### src/rtl/instr_fetch_if.sv
//==============================================================================
// Module   : instr_fetch_if
// Brief    : Instruction-memory request/response bus between the fetch stage
//            (master) and instruction memory (slave). Requests are valid/grant;
//            responses return in order with rvalid/rdata.
// Revision : 1.0 - initial release
//==============================================================================
`default_nettype none

interface instr_fetch_if #(
    parameter int XLEN = 32
);
    logic            o_ifetch_req;
    logic [XLEN-1:0] o_ifetch_addr;
    logic            i_ifetch_gnt;
    logic            i_ifetch_rvalid;
    logic [31:0]     i_ifetch_rdata;

    // Fetch stage side
    modport master (
        output o_ifetch_req,
        output o_ifetch_addr,
        input  i_ifetch_gnt,
        input  i_ifetch_rvalid,
        input  i_ifetch_rdata
    );

    // Instruction memory side
    modport slave (
        input  o_ifetch_req,
        input  o_ifetch_addr,
        output i_ifetch_gnt,
        output i_ifetch_rvalid,
        output i_ifetch_rdata
    );
endinterface

`default_nettype wire

### src/rtl/instr_fetch.sv
//==============================================================================
// Module   : instr_fetch
// Brief    : flintRV instruction fetch stage. Sequences the PC, issues word
//            requests (up to two outstanding), buffers responses with their PC
//            in a 2-entry FIFO and hands them to decode via valid/ready.
//            Redirects flush the FIFO and discard in-flight responses.
// Options  : FLINT_FETCH_MISALIGN_EN - flag and halt on misaligned redirects.
// Revision : 1.0 - initial release
//==============================================================================
`default_nettype none

module instr_fetch #(
    parameter int              XLEN     = 32,
    parameter logic [XLEN-1:0] RESET_PC = {XLEN{1'b0}}
) (
    input  wire logic            i_clk,
    input  wire logic            i_rst,
    instr_fetch_if.master        mem,
    input  wire logic            i_redirect,
    input  wire logic [XLEN-1:0] i_redirect_pc,
    output logic                 o_valid,
    input  wire logic            i_ready,
    output logic [31:0]          o_instr,
    output logic [XLEN-1:0]      o_pc,
    output logic                 o_misaligned
);

    localparam logic [XLEN-1:0] C_PC_STEP  = {{(XLEN-3){1'b0}}, 3'd4};
    localparam logic [XLEN-1:0] C_PC_RESET = {RESET_PC[XLEN-1:2], 2'b00};

    // Program counter of the next request
    logic [XLEN-1:0] fetch_pc_q, fetch_pc_d;

    // PCs of outstanding requests, consumed in order as responses return
    logic [XLEN-1:0] rq_pc_q [2];
    logic            rq_wr_q, rq_rd_q;
    logic [1:0]      outstanding_q, outstanding_d;
    logic [1:0]      stale_q, stale_d;

    // Output FIFO of {pc, instr}
    logic [XLEN-1:0] fifo_pc_q    [2];
    logic [31:0]     fifo_instr_q [2];
    logic            fifo_wr_q, fifo_rd_q;
    logic [1:0]      count_q, count_d;

    logic            w_halted;
    logic            w_deq;
    logic            w_credit;
    logic            w_req;
    logic            w_issue;
    logic            w_resp;
    logic            w_push;
    logic [XLEN-1:0] w_target;

    assign w_target = {i_redirect_pc[XLEN-1:2], 2'b00};

    // A head entry leaving this cycle frees its slot, which is what lets a
    // 1-cycle memory sustain one instruction per cycle without ever letting
    // outstanding + count exceed the FIFO depth.
    assign w_deq    = (count_q != 2'd0) && i_ready;
    assign w_credit = ({1'b0, outstanding_q} + {1'b0, count_q}) < (3'd2 + {2'b00, w_deq});
    assign w_req    = !i_rst && !i_redirect && !w_halted && w_credit;
    assign w_issue  = w_req && mem.i_ifetch_gnt;

    // Responses with nothing outstanding are protocol errors and are ignored
    assign w_resp   = mem.i_ifetch_rvalid && (outstanding_q != 2'd0);
    assign w_push   = w_resp && (stale_q == 2'd0) && !i_redirect;

    assign mem.o_ifetch_req  = w_req;
    assign mem.o_ifetch_addr = fetch_pc_q;

    assign o_valid = (count_q != 2'd0);
    assign o_instr = fifo_instr_q[fifo_rd_q];
    assign o_pc    = fifo_pc_q[fifo_rd_q];

    // Next-state for PC and the occupancy counters; redirect overrides all
    always_comb begin
        fetch_pc_d    = fetch_pc_q;
        outstanding_d = outstanding_q + {1'b0, w_issue} - {1'b0, w_resp};
        stale_d       = stale_q;
        count_d       = count_q + {1'b0, w_push} - {1'b0, w_deq};
        if (i_redirect) begin
            fetch_pc_d = w_target;
            stale_d    = outstanding_q - {1'b0, w_resp};
            count_d    = 2'd0;
        end else begin
            if (w_issue) begin
                fetch_pc_d = fetch_pc_q + C_PC_STEP;
            end
            if (w_resp && (stale_q != 2'd0)) begin
                stale_d = stale_q - 2'd1;
            end
        end
    end

    // State registers, request-PC queue and output FIFO storage
    always_ff @(posedge i_clk or posedge i_rst) begin
        if (i_rst) begin
            fetch_pc_q    <= C_PC_RESET;
            outstanding_q <= 2'd0;
            stale_q       <= 2'd0;
            count_q       <= 2'd0;
            rq_wr_q       <= 1'b0;
            rq_rd_q       <= 1'b0;
            fifo_wr_q     <= 1'b0;
            fifo_rd_q     <= 1'b0;
            for (int k = 0; k < 2; k++) begin
                rq_pc_q[k]      <= {XLEN{1'b0}};
                fifo_pc_q[k]    <= {XLEN{1'b0}};
                fifo_instr_q[k] <= 32'h0;
            end
        end else begin
            fetch_pc_q    <= fetch_pc_d;
            outstanding_q <= outstanding_d;
            stale_q       <= stale_d;
            count_q       <= count_d;
            if (w_issue) begin
                rq_pc_q[rq_wr_q] <= fetch_pc_q;
                rq_wr_q          <= ~rq_wr_q;
            end
            if (w_resp) begin
                rq_rd_q <= ~rq_rd_q;
            end
            if (i_redirect) begin
                fifo_wr_q <= 1'b0;
                fifo_rd_q <= 1'b0;
            end else begin
                if (w_push) begin
                    fifo_pc_q[fifo_wr_q]    <= rq_pc_q[rq_rd_q];
                    fifo_instr_q[fifo_wr_q] <= mem.i_ifetch_rdata;
                    fifo_wr_q               <= ~fifo_wr_q;
                end
                if (w_deq) begin
                    fifo_rd_q <= ~fifo_rd_q;
                end
            end
        end
    end

`ifdef FLINT_FETCH_MISALIGN_EN
    logic misalign_q, misalign_d;

    // A misaligned target raises the flag and halts; an aligned one clears it
    always_comb begin
        misalign_d = misalign_q;
        if (i_redirect) begin
            misalign_d = (i_redirect_pc[1:0] != 2'b00);
        end
    end

    // Misalign/halt flag register
    always_ff @(posedge i_clk or posedge i_rst) begin
        if (i_rst) begin
            misalign_q <= 1'b0;
        end else begin
            misalign_q <= misalign_d;
        end
    end

    assign w_halted     = misalign_q;
    assign o_misaligned = misalign_q;
`else
    // Target low bits are forced to zero when misalignment is not tracked
    logic unused_redirect_lsbs;
    assign unused_redirect_lsbs = ^i_redirect_pc[1:0];
    assign w_halted             = 1'b0;
    assign o_misaligned         = 1'b0;
`endif

endmodule

`default_nettype wire

### src/flat_wrapper.sv
// flat-port wrapper written by rule: the top's interface ports become plain ports
module instr_fetch_flat 
#(
    parameter int              XLEN     = 32,
    parameter logic [XLEN-1:0] RESET_PC = {XLEN{1'b0}}
)
  (i_clk, i_rst, i_redirect, i_redirect_pc, o_valid, i_ready, o_instr, o_pc, o_misaligned, mem_o_ifetch_req, mem_o_ifetch_addr, mem_i_ifetch_gnt, mem_i_ifetch_rvalid, mem_i_ifetch_rdata);
  instr_fetch_if #(.XLEN(XLEN)) mem_i ();
  input  wire logic i_clk;
  input  wire logic i_rst;
  input  wire logic i_redirect;
  input  wire logic [XLEN-1:0] i_redirect_pc;
  output logic o_valid;
  input  wire logic i_ready;
  output logic [31:0] o_instr;
  output logic [XLEN-1:0] o_pc;
  output logic o_misaligned;
  output wire logic [$bits(mem_i.o_ifetch_req)-1:0] mem_o_ifetch_req;
  output wire logic [$bits(mem_i.o_ifetch_addr)-1:0] mem_o_ifetch_addr;
  input wire logic [$bits(mem_i.i_ifetch_gnt)-1:0] mem_i_ifetch_gnt;
  input wire logic [$bits(mem_i.i_ifetch_rvalid)-1:0] mem_i_ifetch_rvalid;
  input wire logic [$bits(mem_i.i_ifetch_rdata)-1:0] mem_i_ifetch_rdata;
  assign mem_o_ifetch_req = mem_i.o_ifetch_req;
  assign mem_o_ifetch_addr = mem_i.o_ifetch_addr;
  assign mem_i.i_ifetch_gnt = mem_i_ifetch_gnt;
  assign mem_i.i_ifetch_rvalid = mem_i_ifetch_rvalid;
  assign mem_i.i_ifetch_rdata = mem_i_ifetch_rdata;
  instr_fetch #(.XLEN(XLEN), .RESET_PC(RESET_PC)) u_core (.i_clk(i_clk), .i_rst(i_rst), .mem(mem_i), .i_redirect(i_redirect), .i_redirect_pc(i_redirect_pc), .o_valid(o_valid), .i_ready(i_ready), .o_instr(o_instr), .o_pc(o_pc), .o_misaligned(o_misaligned));
endmodule
### config.mk
export PLATFORM = sky130hd
export DESIGN_NAME = instr_fetch_flat
export DESIGN_NICKNAME = d
export VERILOG_FILES = /design/src/rtl/instr_fetch_if.sv /design/src/rtl/instr_fetch.sv /design/src/flat_wrapper.sv
export SDC_FILE = /design/constraint.sdc
export NUM_CORES = 1
export LEC_CHECK = 0
export ABC_AREA = 1
export CORE_MARGIN = 1.5
export CORE_UTILIZATION = 49
export CTS_CLUSTER_DIAMETER = 120
export CTS_CLUSTER_SIZE = 20
export DETAILED_ROUTE_END_ITERATION = 10
export PLACE_DENSITY = 0.87
export SLEW_MARGIN = 20
export SYNTH_ARGS = -nofsm -noshare
export SYNTH_HDL_FRONTEND = slang
export SYNTH_SLANG_ARGS = --single-unit
### constraint.sdc
create_clock -name i_clk -period 7.9 [get_ports i_clk]
set_input_delay 1.58 -clock i_clk [delete_from_list [all_inputs] [get_ports i_clk]]
set_output_delay 1.58 -clock i_clk [all_outputs]
set_load 0.02 [all_outputs]
==> results of run 1 <==
registers in the layout, summed over array words and instances, names as in the netlist:
name,count
u_core.fifo_wr_q,1
u_core.outstanding_q,2
u_core.stale_q,2
u_core.fifo_rd_q,1
u_core.mem.o_ifetch_addr,30
u_core.rq_rd_q,1
u_core.rq_wr_q,1
u_core.count_q,2
u_core.rq_pc_q,60
u_core.fifo_pc_q,60
u_core.fifo_instr_q,64
area by class of cell:
type / instances / area [um^2] / area share, %
clock buffer: 16 / 379 / 2.94
clock inverter: 2 / 25.0 / 0.194
inverter: 132 / 508 / 3.94
multi-input combinational: 979 / 4350 / 33.8
sequential: 224 / 5610 / 43.5
tap: 280 / 350 / 2.72
timing repair buffer: 168 / 1660 / 12.9
layout by cell type (no fill, tap or decap), drive strengths merged:
master,n
nand2,593
clkdlybuf4s50,161
inv,131
xnor2,1
buf,7
clkbuf,16
nor3,1
o211ai,1
a21oi,34
fa,1
clkinv,3
or2,1
dfrtp,224
o21ai,172
xor2,4
conb,5
nand3,82
nor2,73
ha,8
o21a,1
and2,2
power by group:
group	leakage [uW]	internal [uW]	switching, uW	total [uW]
combinational	0.00346	856	1260	2110
sequential	0.00284	1650	289	1940
clock	0.000198	350	381	731
total	0.00650	2850	1930	4780
metrics by stage:
stage / setup WS [ns] / cell area (um^2) / std cells
after floorplan: 0.186 / 10900 / 1409
after global routing: 3.00 / 12900 / 1801
after global placement: 3.11 / 12500 / 1783
after detailed placement: 3.03 / 12500 / 1783
after CTS: 3.08 / 12900 / 1801
final: 3.08 / 12900 / 1801
layer usage:
layer	global-route usage (%)	up-vias	wire, um
met5	0	-	0
met4	5.18	0	536
met3	2.37	37	1600
met2	35.1	342	11600
met1	32.0	4366	11600
li1	-	4583	-
cells by family (layout without fill, tap and decap cells):
logic type | Yosys count | count (layout)
AND/OR/NAND/NOR | 752 | 752
XOR/XNOR | 5 | 5
AO/OA/AOI/OAI | 208 | 208
buffers and inverters | 206 | 318
adder cells (fa/ha/maj) | 9 | 9
flip-flops | 224 | 224
other | 1 | 5
worst max-delay path: stages:
cell and delay (ns):
clkdlybuf4s50_1 0.40, buf_4 0.28, nor3_4 0.26, nand2_1 0.07, inv_1 0.05, clkdlybuf4s50_1 0.59
worst paths after layout:
check | startpoint | endpoint | depth (start not counted) | slack [ns]
max | i_redirect | mem_o_ifetch_req | 6 | 3.08
min | u_core.fifo_pc_q[2] | u_core.fifo_pc_q[2] | 2 | 0.48
max reg2reg | u_core.outstanding_q[0] | u_core.rq_pc_q[17] | 8 | 4.30
min reg2reg | u_core.fifo_pc_q[2] | u_core.fifo_pc_q[2] | 2 | 0.48
max in group asynchronous | i_rst | u_core.fifo_instr_q[19] | 3 | 4.79
min in group asynchronous | i_rst | u_core.mem.o_ifetch_addr[10] | 2 | 1.66
==> metrics, run 1 <==
routed vias/inst 5.18; via count 9,328; area leader, netlist dfrtp_1; CP arrival 3.24 ns; CTS tree built; htree depth 1; synth warn 0; Initial DRC Count 734; Starting Density 49.8%; largest net degree at the start of global routing 164; RSZ-0062 raised after global routing no; status completed; Fmax 208 MHz; Filler cells 1,913; Hold Slack 0.483 ns; complex-gate fraction of the synthesized area 10.7%; number of placement rows 54; synthesized area 0.0109 mm^2; Post-Synth Adder-Cell Area 1.10%; fin. max-slew vios 0; synthesis-stage register bit count 224; post-route setup TNS 0 ns; CTS Root Cell clkbuf_16; GR Overflow Total 0; skew final 0.0218 ns; Hold Fails Final Rpt 0; Static Leak 0.00650 uW; Final #Nets 1,599; Main synth FF type dfrtp_1; Die H 152 um; Die Area 0.0231 mm^2; Final min period 4.82 ns; DRT Wirelength 25,400 um; initial antenna violation count 0; Util after Layout 59.0%; worst-margin pin slew 1.10 ns; nature of the critical path endpoint output pin; xor-xnor portion of the synthesized cell area 0.403%; DRC Markers 0; sequential fraction of the synthesis area 51.6%; syn_area_per_cell 7.74 um^2; Min-Delay Path Class reg2reg; CP required 6.32 ns; Clk pin slew, worst setup/hold paths 0.08 ns; num ports 169; PostCTS Resize Cnt 0; fraction of synthesized area in multiplexers 0%; Yosys top cell area share 51.6%; synthesis-to-finish area growth 18.5%; top-count cell post-synth nand2_1; hold_buf cts 0; Detail Route Antenna Nets 0; clock sinks 224; largest family of logic cells by synthesized area simple AND/OR/NAND/NOR gates; Clk Latency, worst-skew pair 0.49 ns; crit start category input pin; vias in the first global route 8,673; synth top area cells dfrtp_1 (52%), nand2_1 (20%), o21ai_1 (5.8%), inv_1 (4.3%), nand3_1 (3.7%); TritonRoute pass-1 iters 5; Placer Congestion 0.882; Avg WL per Cell 14.1 um; Total Power 4780 uW; dpl hpwl 16,600 um; Buffers on Ports 161; VDD IR max 207 uV; GRT Total Usage 21.9%; ratio of cells with drive above 1 in the final layout 5.00%; Yosys cell types 33; CP Class in2out; fin crit share 61.0%; relative slew slack 26.3%; share of synthesized registers carrying an async set or reset 100%; Post-synth EDFFs 0; # Post-CTS Setup Buffers 0; most common library cells after synthesis nand2_1 (587), dfrtp_1 (224), o21ai_1 (126); power density over the cells 371 mW/mm^2; first-pass GRT wire length 42,300 um; simple-gate share of the synthesized area 27.6%; Clock Tree Buf Depth 3; final setup violation count 0; Core Footprint 0.0218 mm^2; worst-path maximum fanout 37; Diodes inserted 0; Max Cap Viol 0; Num CTS Buffers 15; Chip Width 152 um; Syn Inst Count 1,405
(Power assumes the default switching activity.)
==> run 2: changes to the inputs <==
--- a/config.mk
+++ b/config.mk
@@ -7,11 +7,11 @@
 export LEC_CHECK = 0
 export ABC_AREA = 1
 export CORE_MARGIN = 1.5
-export CORE_UTILIZATION = 49
+export CORE_UTILIZATION = 54
 export CTS_CLUSTER_DIAMETER = 120
 export CTS_CLUSTER_SIZE = 20
 export DETAILED_ROUTE_END_ITERATION = 10
-export PLACE_DENSITY = 0.87
+export PLACE_DENSITY = 0.9
 export SLEW_MARGIN = 20
 export SYNTH_ARGS = -nofsm -noshare
 export SYNTH_HDL_FRONTEND = slang
==> constraint.sdc (replaced) <==
create_clock -name i_clk -period 4.9 [get_ports i_clk]
set_input_delay 0.98 -clock i_clk [delete_from_list [all_inputs] [get_ports i_clk]]
set_output_delay 0.98 -clock i_clk [all_outputs]
set_load 0.02 [all_outputs]
==> metrics, run 2 (same netlist as run 1, synthesis figures left out) <==
Clk pin slew, worst setup/hold paths 0.08 ns; Crit Reg-Reg Startpoint u_core.outstanding_q[0]; RSZ-0062 raised after global routing no; first-pass GRT wire length 43,700 um; crit start category register; Final #Nets 1,603; num ports 169; met1 Use GR 35.3%; GR peak layer met2; status completed; DRC Markers 0; CP Class reg2out; largest net degree at the start of global routing 178; number of placement rows 51; synthesis-to-finish area growth 18.8%; fin crit share 74.5%; CP arrival 2.67 ns; Hold Fails Final Rpt 0; worst-case reg-to-reg path depth 9; worst-path maximum fanout 73; PostCTS Resize Cnt 0; Static Leak 0.00653 uW; Max Cap Viol 0; vias in the first global route 9,105; most frequent cells in the layout nand2_1 (587), dfrtp_1 (223), clkdlybuf4s50_1 (161); Placer Congestion 0.889; power density over the cells 600 mW/mm^2; ratio of cells with drive above 1 in the final layout 5.25%; skew final 0.0219 ns; RR Endpoint u_core.rq_pc_q[62]; VDD IR max 244 uV; reg2reg setup slack 1.93 ns; Place WS 1.12 ns; beginning of the critical path u_core.fifo_rd_q; TritonRoute pass-1 iters 5; Starting Density 55.5%; Post-Place Cell Area 0.0125 mm^2; Die H 145 um; most common cell after layout, fill and taps aside nand2_1; largest registers u_core.fifo_instr_q: 64 flops, u_core.fifo_pc_q: 60 flops, u_core.rq_pc_q: 60 flops; initial antenna violation count 0; CTS tree built; Die Area 0.0210 mm^2; Min-Delay Path Class reg2reg; hold_buf cts 0; post-route setup TNS 0 ns; GR Overflow Total 0; Hold Path Stages 2; GRT Total Usage 24.9%; Buffers on Ports 161; nature of the critical path endpoint output pin; CP required 3.92 ns; fin cells 1,790; max reg flops 64; htree depth 1; Fmax 274 MHz; # Post-CTS Setup Buffers 0; worst-margin pin slew 0.994 ns; relative slew slack 33.6%; placed cell count 1,772; Avg WL per Cell 14.4 um; Diodes inserted 0; Hold Path Origin u_core.fifo_pc_q[12]; GR Layer Usage met2 41.6%; GR Util met3 2.42%; Initial DRC Count 865; Core Footprint 0.0196 mm^2; Hold Slack 0.485 ns; Finished Cell Area 0.0129 mm^2; Clock Tree Buf Depth 3; Chip Width 145 um; Clk Latency, worst-skew pair 0.49 ns; clock sinks 224; PnR worst setup slack 1.25 ns; Hold EP u_core.fifo_pc_q[12]; routed vias/inst 5.28; fin. max-slew vios 0; Reg with most FFs u_core.fifo_instr_q; Detail Route Antenna Nets 0; DRT Wirelength 25,800 um; CTS Root Cell clkbuf_16; via count 9,452; dpl hpwl 17,400 um; Num CTS Buffers 15; final setup violation count 0; Final min period 3.65 ns
[run 2: changes by cell type in the layout (fill, tap and decap cells not counted), sizes merged]
| cell | change |
|---|---|
| buf | +4 |
| clkinv | -1 |
| clkinvlp | +1 |
[run 2: worst max-delay path, stage by stage (launching register included)]
cell	delay [ns]
dfrtp_2	0.58
buf_4	0.65
nand2_1	0.11
o21ai_0	0.17
clkdlybuf4s50_1	0.67
[run 2: per-layer routing]
metal | vias up | wire [um]
met2 | 344 | 12200
met1 | 4500 | 11500
li1 | 4578 | -
met3 | 30 | 1680
met5 | - | 0
met4 | 0 | 427
[run 2: worst max-delay path by stage]
stage | slack, ns | cells past startpoint | to
floorplan | 1.0 | 1 | u_core.count_q[0]
global placement | 1.25 | 8 | u_core.rq_pc_q[36]
detailed placement | 1.12 | 8 | u_core.rq_pc_q[14]
CTS | 1.23 | 4 | o_pc[11]
global route | 1.12 | 4 | o_pc[11]
finish | 1.25 | 4 | o_pc[11]
[run 2: layout make-up]
type,count,area [um^2]
sequential,224,5610
timing repair buffer,172,1720
inverter,132,499
clock buffer,16,379
clock inverter,2,25.0
fill,1565,6670
multi-input combinational,979,4360
tap,265,332
[run 2: through the flow]
stage / util, % / total power (uW)
after floorplan: - / 5240
after global placement: 63.8 / 6390
after detailed placement: 63.8 / 6580
after CTS: 65.9 / 7770
after global routing: 65.9 / 8300
final: 65.9 / 7750
[run 2: power by group]
group | switching [uW] | internal (uW) | leakage [uW]
registers | 492 | 2650 | 0.00284
clock network | 622 | 564 | 0.000198
logic | 2030 | 1390 | 0.00349
total | 3140 | 4610 | 0.00653
